==> src/rtl/calc_pkg.sv <==
// Shared calculator datapath definitions: converter state encoding, BCD digit
// width, and the default product/display sizes.
package calc_pkg;

  localparam int BCD_W      = 4;
  localparam int DEF_WIDTH  = 16;
  localparam int DEF_DIGITS = 5;

  typedef enum logic [1:0] {
    ST_IDLE  = 2'd0,
    ST_SHIFT = 2'd1,
    ST_DONE  = 2'd2
  } state_t;

endpackage

==> src/rtl/bin2bcd_seq_if.sv <==
// Request/result bundle between the multiplier (master) and the BCD converter (slave).
//
// Handshake: start is a one-cycle request carrying bin. There is no ready signal.
// The request is taken only when the converter is not busy, and it is silently
// dropped while busy=1. done is a one-cycle pulse marking the cycle in which bcd
// first holds the new result. bcd then stays stable until the next done.
interface bin2bcd_seq_if #(
  parameter int WIDTH  = 16,
  parameter int DIGITS = 5
) ();
  logic                  start;
  logic [WIDTH-1:0]      bin;
  logic                  busy;
  logic                  done;
  logic [4*DIGITS-1:0]   bcd;

  modport master (output start, bin, input busy, done, bcd);
  modport slave  (input start, bin, output busy, done, bcd);
endinterface

==> src/rtl/bin2bcd_seq_add3.sv <==
// Double-dabble digit corrector: a digit of 5 or more gets +3, so that the
// following left shift carries into the next decimal digit.
module bcd_add3 (
  input  logic [3:0] din,
  output logic [3:0] dout
);
  assign dout = (din >= 4'd5) ? din + 4'd3 : din;
endmodule

==> src/rtl/bin2bcd_seq.sv <==
// Sequential shift-add-3 binary-to-BCD converter. It runs one shift per cycle
// for WIDTH cycles, and the result register is updated only on completion.
module bin2bcd_seq
  import calc_pkg::*;
#(
  parameter int WIDTH  = DEF_WIDTH,
  parameter int DIGITS = DEF_DIGITS
) (
  input  logic             clk,
  input  logic             reset,
  bin2bcd_seq_if.slave     bus,
  output state_t           state_dbg
);

  localparam int CNT_W = $clog2(WIDTH);
  localparam int SCR_W = BCD_W * DIGITS;

  state_t              state_q, state_n;
  logic [CNT_W-1:0]    cnt_q, cnt_n;
  logic [WIDTH-1:0]    sr_q, sr_n;
  logic [SCR_W-1:0]    scr_q, scr_n;
  logic [SCR_W-1:0]    bcd_q, bcd_n;
  logic                busy_q, done_q;
  logic [SCR_W-1:0]    scr_adj;
  logic [SCR_W+WIDTH-1:0] shifted;

  for (genvar g = 0; g < DIGITS; g++) begin : g_add3
    bcd_add3 u_add3 (
      .din  (scr_q[g*BCD_W +: BCD_W]),
      .dout (scr_adj[g*BCD_W +: BCD_W])
    );
  end

  // The top scratch bit is shifted out. It never holds data when 10^DIGITS > 2^WIDTH-1.
  assign shifted = {scr_adj, sr_q} << 1;

  always_comb begin
    state_n = state_q;
    cnt_n   = cnt_q;
    sr_n    = sr_q;
    scr_n   = scr_q;
    bcd_n   = bcd_q;
    case (state_q)
      ST_IDLE, ST_DONE: begin
        if (bus.start) begin
          state_n = ST_SHIFT;
          sr_n    = bus.bin;
          scr_n   = '0;
          cnt_n   = '0;
        end else begin
          state_n = ST_IDLE;
        end
      end
      ST_SHIFT: begin
        scr_n = shifted[SCR_W+WIDTH-1:WIDTH];
        sr_n  = shifted[WIDTH-1:0];
        cnt_n = cnt_q + 1'b1;
        if (cnt_q == CNT_W'(WIDTH-1)) begin
          state_n = ST_DONE;
          bcd_n   = shifted[SCR_W+WIDTH-1:WIDTH];
        end
      end
      default: state_n = ST_IDLE;
    endcase
  end

  always_ff @(posedge clk or negedge reset) begin
    if (!reset) begin
      state_q <= ST_IDLE;
      cnt_q   <= '0;
      sr_q    <= '0;
      scr_q   <= '0;
      bcd_q   <= '0;
      busy_q  <= 1'b0;
      done_q  <= 1'b0;
    end else begin
      state_q <= state_n;
      cnt_q   <= cnt_n;
      sr_q    <= sr_n;
      scr_q   <= scr_n;
      bcd_q   <= bcd_n;
      busy_q  <= (state_n == ST_SHIFT);
      done_q  <= (state_n == ST_DONE);
    end
  end

  assign bus.busy  = busy_q;
  assign bus.done  = done_q;
  assign bus.bcd   = bcd_q;
  assign state_dbg = state_q;

endmodule

==> src/flat_wrapper.sv <==
// flat-port wrapper written by rule: the top's interface ports become plain ports
module bin2bcd_seq_flat import calc_pkg::*;
#(
  parameter int WIDTH  = DEF_WIDTH,
  parameter int DIGITS = DEF_DIGITS
)
  (clk, reset, state_dbg, bus_start, bus_bin, bus_busy, bus_done, bus_bcd);
  bin2bcd_seq_if #(.WIDTH(WIDTH), .DIGITS(DIGITS)) bus_i ();
  input  logic clk;
  input  logic reset;
  output state_t state_dbg;
  input wire logic [$bits(bus_i.start)-1:0] bus_start;
  input wire logic [$bits(bus_i.bin)-1:0] bus_bin;
  output wire logic [$bits(bus_i.busy)-1:0] bus_busy;
  output wire logic [$bits(bus_i.done)-1:0] bus_done;
  output wire logic [$bits(bus_i.bcd)-1:0] bus_bcd;
  assign bus_i.start = bus_start;
  assign bus_i.bin = bus_bin;
  assign bus_busy = bus_i.busy;
  assign bus_done = bus_i.done;
  assign bus_bcd = bus_i.bcd;
  bin2bcd_seq #(.WIDTH(WIDTH), .DIGITS(DIGITS)) u_core (.clk(clk), .reset(reset), .bus(bus_i), .state_dbg(state_dbg));
endmodule
==> config.mk <==
export PLATFORM = sky130hd
export DESIGN_NAME = bin2bcd_seq_flat
export DESIGN_NICKNAME = d
export VERILOG_FILES = /design/src/rtl/calc_pkg.sv /design/src/rtl/bin2bcd_seq_if.sv /design/src/rtl/bin2bcd_seq_add3.sv /design/src/rtl/bin2bcd_seq.sv /design/src/flat_wrapper.sv
export SDC_FILE = /design/constraint.sdc
export NUM_CORES = 1
export LEC_CHECK = 0
export CAP_MARGIN = 20
export CORE_MARGIN = 2
export CORE_UTILIZATION = 50
export DETAILED_ROUTE_END_ITERATION = 12
export GPL_TIMING_DRIVEN = 0
export PLACE_DENSITY = 0.81
export REMOVE_ABC_BUFFERS = 1
export SYNTH_ARGS = -nofsm -noshare
export SYNTH_HDL_FRONTEND = slang
export SYNTH_SLANG_ARGS = --single-unit
==> constraint.sdc <==
create_clock -name clk -period 2.1 [get_ports clk]
set_clock_uncertainty 0.2 [all_clocks]
set_input_delay 0.315 -clock clk [delete_from_list [all_inputs] [get_ports clk]]
set_output_delay 0.315 -clock clk [all_outputs]
set_load 0.005 [all_outputs]
==> metrics.txt, run 1 <==
maxcap violations 0; Synth Area in XOR/XNOR 1.794%; Tcrit/Tclk final 92.25%; Yosys reg bits 64; cell row count 27; Synth top cells by count dfrtp_1, nand2_1, a21oi_1; Pre-antenna DRT Iters 4; R2R setup slack 0.16 ns; Simple-Gate Fraction of Synth Area 13.37%; Worst path slowest cell dfrtp_1; hold_sp u_core.sr_q[3]; most area-consuming cells after synthesis dfrtp_1, nand2_1, ha_1, mux2_2, a22o_1; fraction of layout instances using a drive strength above 1 13.98%; Crit Reg-Reg Endpoint u_core.bus.bcd[5]; Slew Viols, Final 0; EDFF count, synth 0; final setup margin 0.1627 ns; Peak VDD IR 765.3 uV; synthesized area per cell 10.69 um^2; all-layer global routing usage 19.17%; Synthesis Warnings 0; first-pass GRT wire length 9.294 mm; Netlist Area Pre-Place 2929 um^2; maximum clock frequency 516.2 MHz; final hold slack 0.2821 ns; CTS tree done; Final TNS setup 0 ns; min Tclk post-route 1.937 ns; WHS Path Cells 2; Starting Density 52.55%; Mapped Cells 274; final setup fails 0; antenna violations before repair 0; Die Area 6487 um^2; RSZ-0062 raised after global routing false; antenna cell count 0; clock root buffer clkbuf_8; worst path cell trace nand2b_1 -> nor2_4 -> buf_8 -> mux2_2; Slew HR 37.86%; R2R cell count 4; vias per cell 5.486; Post-DP HPWL 3.535 mm; Main synth FF type dfrtp_1; Data required, critical path 2.12 ns; vias post-DR 2200; Setup crit start kind flip-flop; critical path class flip-flop to flip-flop; ys async rst share 100.0%; multi-input logic area 1247 um^2; core area 5574 um^2; R2R Path Start u_core.state_dbg[1]; DR WL met2 2.649 mm; largest net degree at the start of global routing 65; adder-cell share of the synthesized area 4.699%; vias in the first global route 2034; Hold Crit Class flip-flop to flip-flop; Routed WL 5.664 mm; DIE WIDTH 80.54 um; Initial DRC Count 63; port bufs 42; clock slew at reported path FFs 0.07 ns; Hold Crit Endpoint u_core.sr_q[3]; post-synthesis mux area share 5.938%; routed wl met3 322 um; placed cells 377; main combinational cell family by area after synthesis compound AO/OA/AOI/OAI gates; highest metal used met4; status complete, no violations; TritonCTS Sinks 64; clk_lat worst skew 0.34 ns; fin cells 401; Area Overhead vs Synth 26.10%; GRT Residual Overflow 0; unique cell type count in the Yosys netlist 25; sequential share of the synthesized area 54.68%; cell taking the most area after synthesis dfrtp_1; Critical Path Max Stage Delay 0.45 ns; static leakage 0.001708 uW; Arrival @ worst endpoint 1.96 ns; Setup WS pre-CTS -0.6112 ns; CP max FO 15; Final ANT Viol Nets 0; register area 1602 um^2; Clock H-tree levels 3; post-synthesis compound-gate area fraction 15.55%; final hold vios 0; most frequent cell after synthesis dfrtp_1; nets 355; met1 wire length 2.573 mm; Crit. End Element flip-flop; clock buffer depth 2; Residual DRC 0; GPL Wtd Cong 0.7803; Die Span Y 80.54 um; fill count 453; Synth top area share 54.68%; WL per Instance 14.12 um; Power Density 1575 nW/um^2; worst slew pin tran 0.9279 ns; IO Count 43; TritonCTS buffer count 9
where the power goes:
| part | leakage (uW) | switching (uW) | total [uW] | internal (uW) |
|---|---|---|---|---|
| Combinational | 0.000801 | 1210 | 2560 | 1350 |
| Clock | 0.0000989 | 451 | 1020 | 568 |
| Sequential | 0.000808 | 441 | 2240 | 1800 |
| Total | 0.00171 | 2100 | 5820 | 3720 |
logic make-up after synthesis:
family	after synthesis
DFF	64
and+or+nand+nor	84
adders and majority gates	11
AOI/OAI and AO/OA	69
buffers and inverters	24
xor gates and xnor gates	6
muxes	16
what timing repair did:
item	CTS	global route
resized for setup	3	1
endpoints found under the setup margin	46	12
hold buffers	1	0
buffers inserted	3	4
pin swaps	1	0
cloned	1	0
hold endpoints to repair	64	0
layout make-up:
| type | count | area share, % |
|---|---|---|
| Sequential cell | 64 | 43.36 |
| Multi-Input combinational cell | 187 | 33.77 |
| Timing Repair Buffer | 53 | 14.36 |
| Clock buffer | 11 | 3.828 |
| Tap cell | 72 | 2.439 |
| Clock inverter | 4 | 1.220 |
| Inverter | 10 | 1.016 |
critical path: cells and delay by family (launching register included):
| kind | cells | cell delay [ns] |
|---|---|---|
| buffers and inverters | 1 | 0.18 |
| and+or+nand+nor | 2 | 0.64 |
| muxes | 1 | 0.35 |
| DFF | 1 | 0.45 |
state kept, by name, summed over array words and instances, names as in the netlist:
register,flops
u_core.bus.busy,1
u_core.state_dbg,2
u_core.scr_q,20
u_core.bus.bcd,20
u_core.sr_q,16
u_core.cnt_q,4
u_core.bus.done,1
routing by layer:
metal  vias up  track usage [%]
met1      1061            23.42
met5         -                0
met2        69            30.58
met4         0            8.475
li1       1056                -
met3        14            6.742
worst max path at each step:
stage | start | slack [ns] | endpoint | cells past startpoint
final | u_core.state_dbg[1] | 0.16 | u_core.bus.bcd[5] | 4
after global placement | u_core.state_dbg[0] | -2.74 | u_core.scr_q[13] | 3
after global routing | u_core.state_dbg[1] | 0.10 | u_core.bus.bcd[5] | 4
after floorplan | u_core.state_dbg[0] | -1.18 | u_core.scr_q[10] | 3
after detailed placement | bus_start | -0.61 | u_core.cnt_q[2] | 7
after CTS | u_core.state_dbg[0] | 0.06 | u_core.cnt_q[2] | 6
stage by stage:
stage	utilization, %	instance area, um^2	power [uW]
5_1_grt	66.26	3694	6255
3_5_place_dp	61.32	3418	4704
3_3_place_gp	60.29	3361	4520
4_1_cts	65.63	3659	5810
6_report	66.26	3694	5819
2_1_floorplan	-	2850	3768
layout by cell type (no fill, tap or decap), types with 10 or more instances in the layout:
cell	synthesis	final
a22o_1	13	13
nand2_1	40	40
clkdlybuf4s50_1	0	41
clkbuf_8	0	10
nor2_1	13	12
a21oi_1	18	18
dfrtp_1	64	64
o21ai_0	16	16
a22oi_1	15	15
mux2_2	11	11
inv_1	10	10
ha_1	11	11
No activity file was read; power rests on OpenSTA's default activity.
==> run 2: changes to the inputs <==
Settings changed: CORE_UTILIZATION 50 to 54, PLACE_DENSITY 0.81 to 0.86.
==> metrics.txt, run 2 (same netlist as run 1, synthesis figures left out) <==
Tcrit/Tclk final 93.03% (+0.77 points); vias per cell 5.634 (+2.7%); Final TNS setup 0 ns (unchanged); Residual DRC 0 (unchanged); WHS Path Cells 2 (unchanged); Starting Density 56.63% (+4.1 points); Slew Viols, Final 0 (unchanged); maxcap violations 0 (unchanged); TritonCTS Sinks 64 (unchanged); sequential share of power 39.1% (+0.7 points); WL per Instance 15.02 um (+6.3%); static leakage 0.001688 uW (-1.2%); Initial DRC Count 100 (+59%); core area 5172 um^2 (-7.2%); Hold Crit Class flip-flop to flip-flop; fraction of layout instances using a drive strength above 1 12.88% (-1.1 points); clock buffer depth 2 (unchanged); IO Count 43 (unchanged); largest net degree at the start of global routing 41 (-37%); clk_lat worst skew 0.34 ns (about the same); Pre-antenna DRT Iters 5 (+1); clock slew at reported path FFs 0.06 ns (about the same); clock power share 18.2% (+0.7 points); GPL Wtd Cong 0.8321 (+6.6%); Worst path slowest cell dfrtp_1; critical path class flip-flop to flip-flop; fill count 381 (-16%); Routed WL 5.947 mm (+5.0%); GRT Residual Overflow 0 (unchanged); commonest cells after routing, fill and taps aside dfrtp_1, clkdlybuf4s50_1, nand2_1, a21oi_1, o21ai_0; crit path buf inv count 1 (unchanged); R2R cell count 4 (unchanged); Post-DP HPWL 3.674 mm (+3.9%); Clock H-tree levels 3 (unchanged); Net Sw Frac 36.41% (+0.32 points); worst slew pin tran 0.8546 ns (-0.07333 ns); Die Span Y 77.65 um (-3.6%); nets 351 (-1.1%); CTS tree done; multi-input logic area 1254 um^2 (+0.50%); maximum clock frequency 511.9 MHz (-0.83%); DIE WIDTH 77.65 um (-3.6%); Area Overhead vs Synth 25.16%; vias post-DR 2231 (+1.4%); TritonCTS buffer count 9 (unchanged); R2R setup slack 0.15 ns (-0.02 ns); Crit Reg-Reg Endpoint u_core.bus.bcd[17]; antenna violations before repair 0 (unchanged); power share of the combinational group 42.7% (-1.3 points); vias in the first global route 2235 (+9.9%); Slew HR 42.77% (+4.9 points); R2R Path Start u_core.state_dbg[1]; internal power 3680 uW (-1.0%); register area 1602 um^2 (unchanged); Data required, critical path 2.12 ns (about the same); critical path's top delay family simple AND/OR/NAND/NOR gates; Crit. End Element flip-flop; all-layer global routing usage 21.21% (+2.0 points); Arrival @ worst endpoint 1.98 ns (+0.02 ns); final setup margin 0.1464 ns (-0.01625 ns); Critical Path Max Stage Delay 0.44 ns (about the same); antenna cell count 0 (unchanged); min Tclk post-route 1.954 ns (+0.01625 ns); Setup crit start kind flip-flop; first-pass GRT wire length 10.07 mm (+8.4%); Final ANT Viol Nets 0 (unchanged); final hold vios 0 (unchanged); clock root buffer clkbuf_8; port bufs 42 (unchanged); status complete, no violations; Switch Pwr 2107 uW (+0.34%); Power Density 1579 nW/um^2 (+0.21%); Hold Crit Endpoint u_core.sr_q[4]; hold_sp u_core.sr_q[4]; worst path cell trace nand2b_1 -> nor2_4 -> buf_8 -> mux2_2; final setup fails 0 (unchanged); RSZ-0062 raised after global routing false; CP max FO 22 (+7); Peak VDD IR 1005 uV (+31%); commonest non-fill, non-tap cell in the layout dfrtp_1; cell row count 26 (-3.7%); Die Area 6030 um^2 (-7.0%); Setup WS pre-CTS -0.4929 ns (+0.1183 ns)
[run 2: cell count changes in the layout (fill, tap and decap cells not counted)]
cell / change
clkbuf_8: +1
clkinv_2: -1
nor2b_4: -1
buf_4: -7
buf_2: +1
nor2b_2: +1
buf_6: +1
clkbuf_1: +1
buf_16: -1
nor2_4: +1
buf_12: +1
[run 2: worst max path at each step]
stage	start	to	slack [ns]	cells past startpoint
floorplan	u_core.state_dbg[0]	u_core.scr_q[10]	-1.18	3
global placement	u_core.state_dbg[0]	u_core.scr_q[13]	-2.77	3
detailed placement	bus_start	u_core.cnt_q[2]	-0.49	6
CTS	u_core.state_dbg[0]	u_core.scr_q[7]	0.07	5
global route	u_core.state_dbg[0]	u_core.cnt_q[2]	0.06	5
finish	u_core.state_dbg[1]	u_core.bus.bcd[17]	0.15	4
[run 2: tightest hold or removal path, stage by stage, from the launching register on]
cell and delay (ns):
dfrtp_1 0.35, nand2_1 0.05, nand2_1 0.06
[run 2: what timing repair did]
item | CTS | global route
pin swaps | 1 | 1
setup endpoints to repair | 35 | 9
endpoints found under the hold margin | 24 | 0
hold buffers | 1 | 0
gates resized for setup | 2 | 1
setup buffers | 2 | 0
gates cloned | 1 | 1
[run 2: power by group through the flow]
stage / clock (uW) / combinational, uW / sequential, uW
4_1_cts: 1080 / 2460 / 2260
3_5_place_dp: 0 / 2420 / 2260
5_1_grt: 1140 / 2780 / 2340
3_3_place_gp: 0 / 2290 / 2230
2_1_floorplan: 0 / 1600 / 2170
6_report: 1050 / 2470 / 2260
[run 2: layer usage]
metal | up-vias | global-route usage, % | routed length, um
met1 | 1104 | 26.43 | 2561
met3 | 10 | 5.465 | 271
met5 | - | 0 | 0
met2 | 62 | 35.26 | 3025
li1 | 1055 | - | -
met4 | 0 | 8.571 | 89
[run 2: through the flow]
step / utilization, % / power, uW / hold slack (ns) / cell area (um^2) / std cells
final: 70.88 / 5788 / 0.2852 / 3666 / 396
after global routing: 70.88 / 6254 / 0.3118 / 3666 / 396
after CTS: 70.66 / 5802 / 0.2835 / 3655 / 395
after detailed placement: 66.01 / 4681 / 0.1434 / 3415 / 375
after global placement: 64.93 / 4518 / 0.2589 / 3358 / 372
after floorplan: - / 3768 / -0.1806 / 2850 / 260
[run 2: cell type report]
| cell class | instances | share of cell area, % |
|---|---|---|
| flip-flops and latches | 64 | 43.69 |
| inverters | 10 | 1.024 |
| repair buffers | 48 | 13.28 |
| clock buffers | 13 | 4.334 |
| multi-input cells | 188 | 34.20 |
| well taps | 70 | 2.389 |
| clock inverters | 3 | 1.092 |
==> run 3: changes to the inputs <==
Settings changed: CTS_CLUSTER_DIAMETER set to 120.
==> results of run 3 <==
No change in the layout: final DEF, timing and power equal those of run 2.
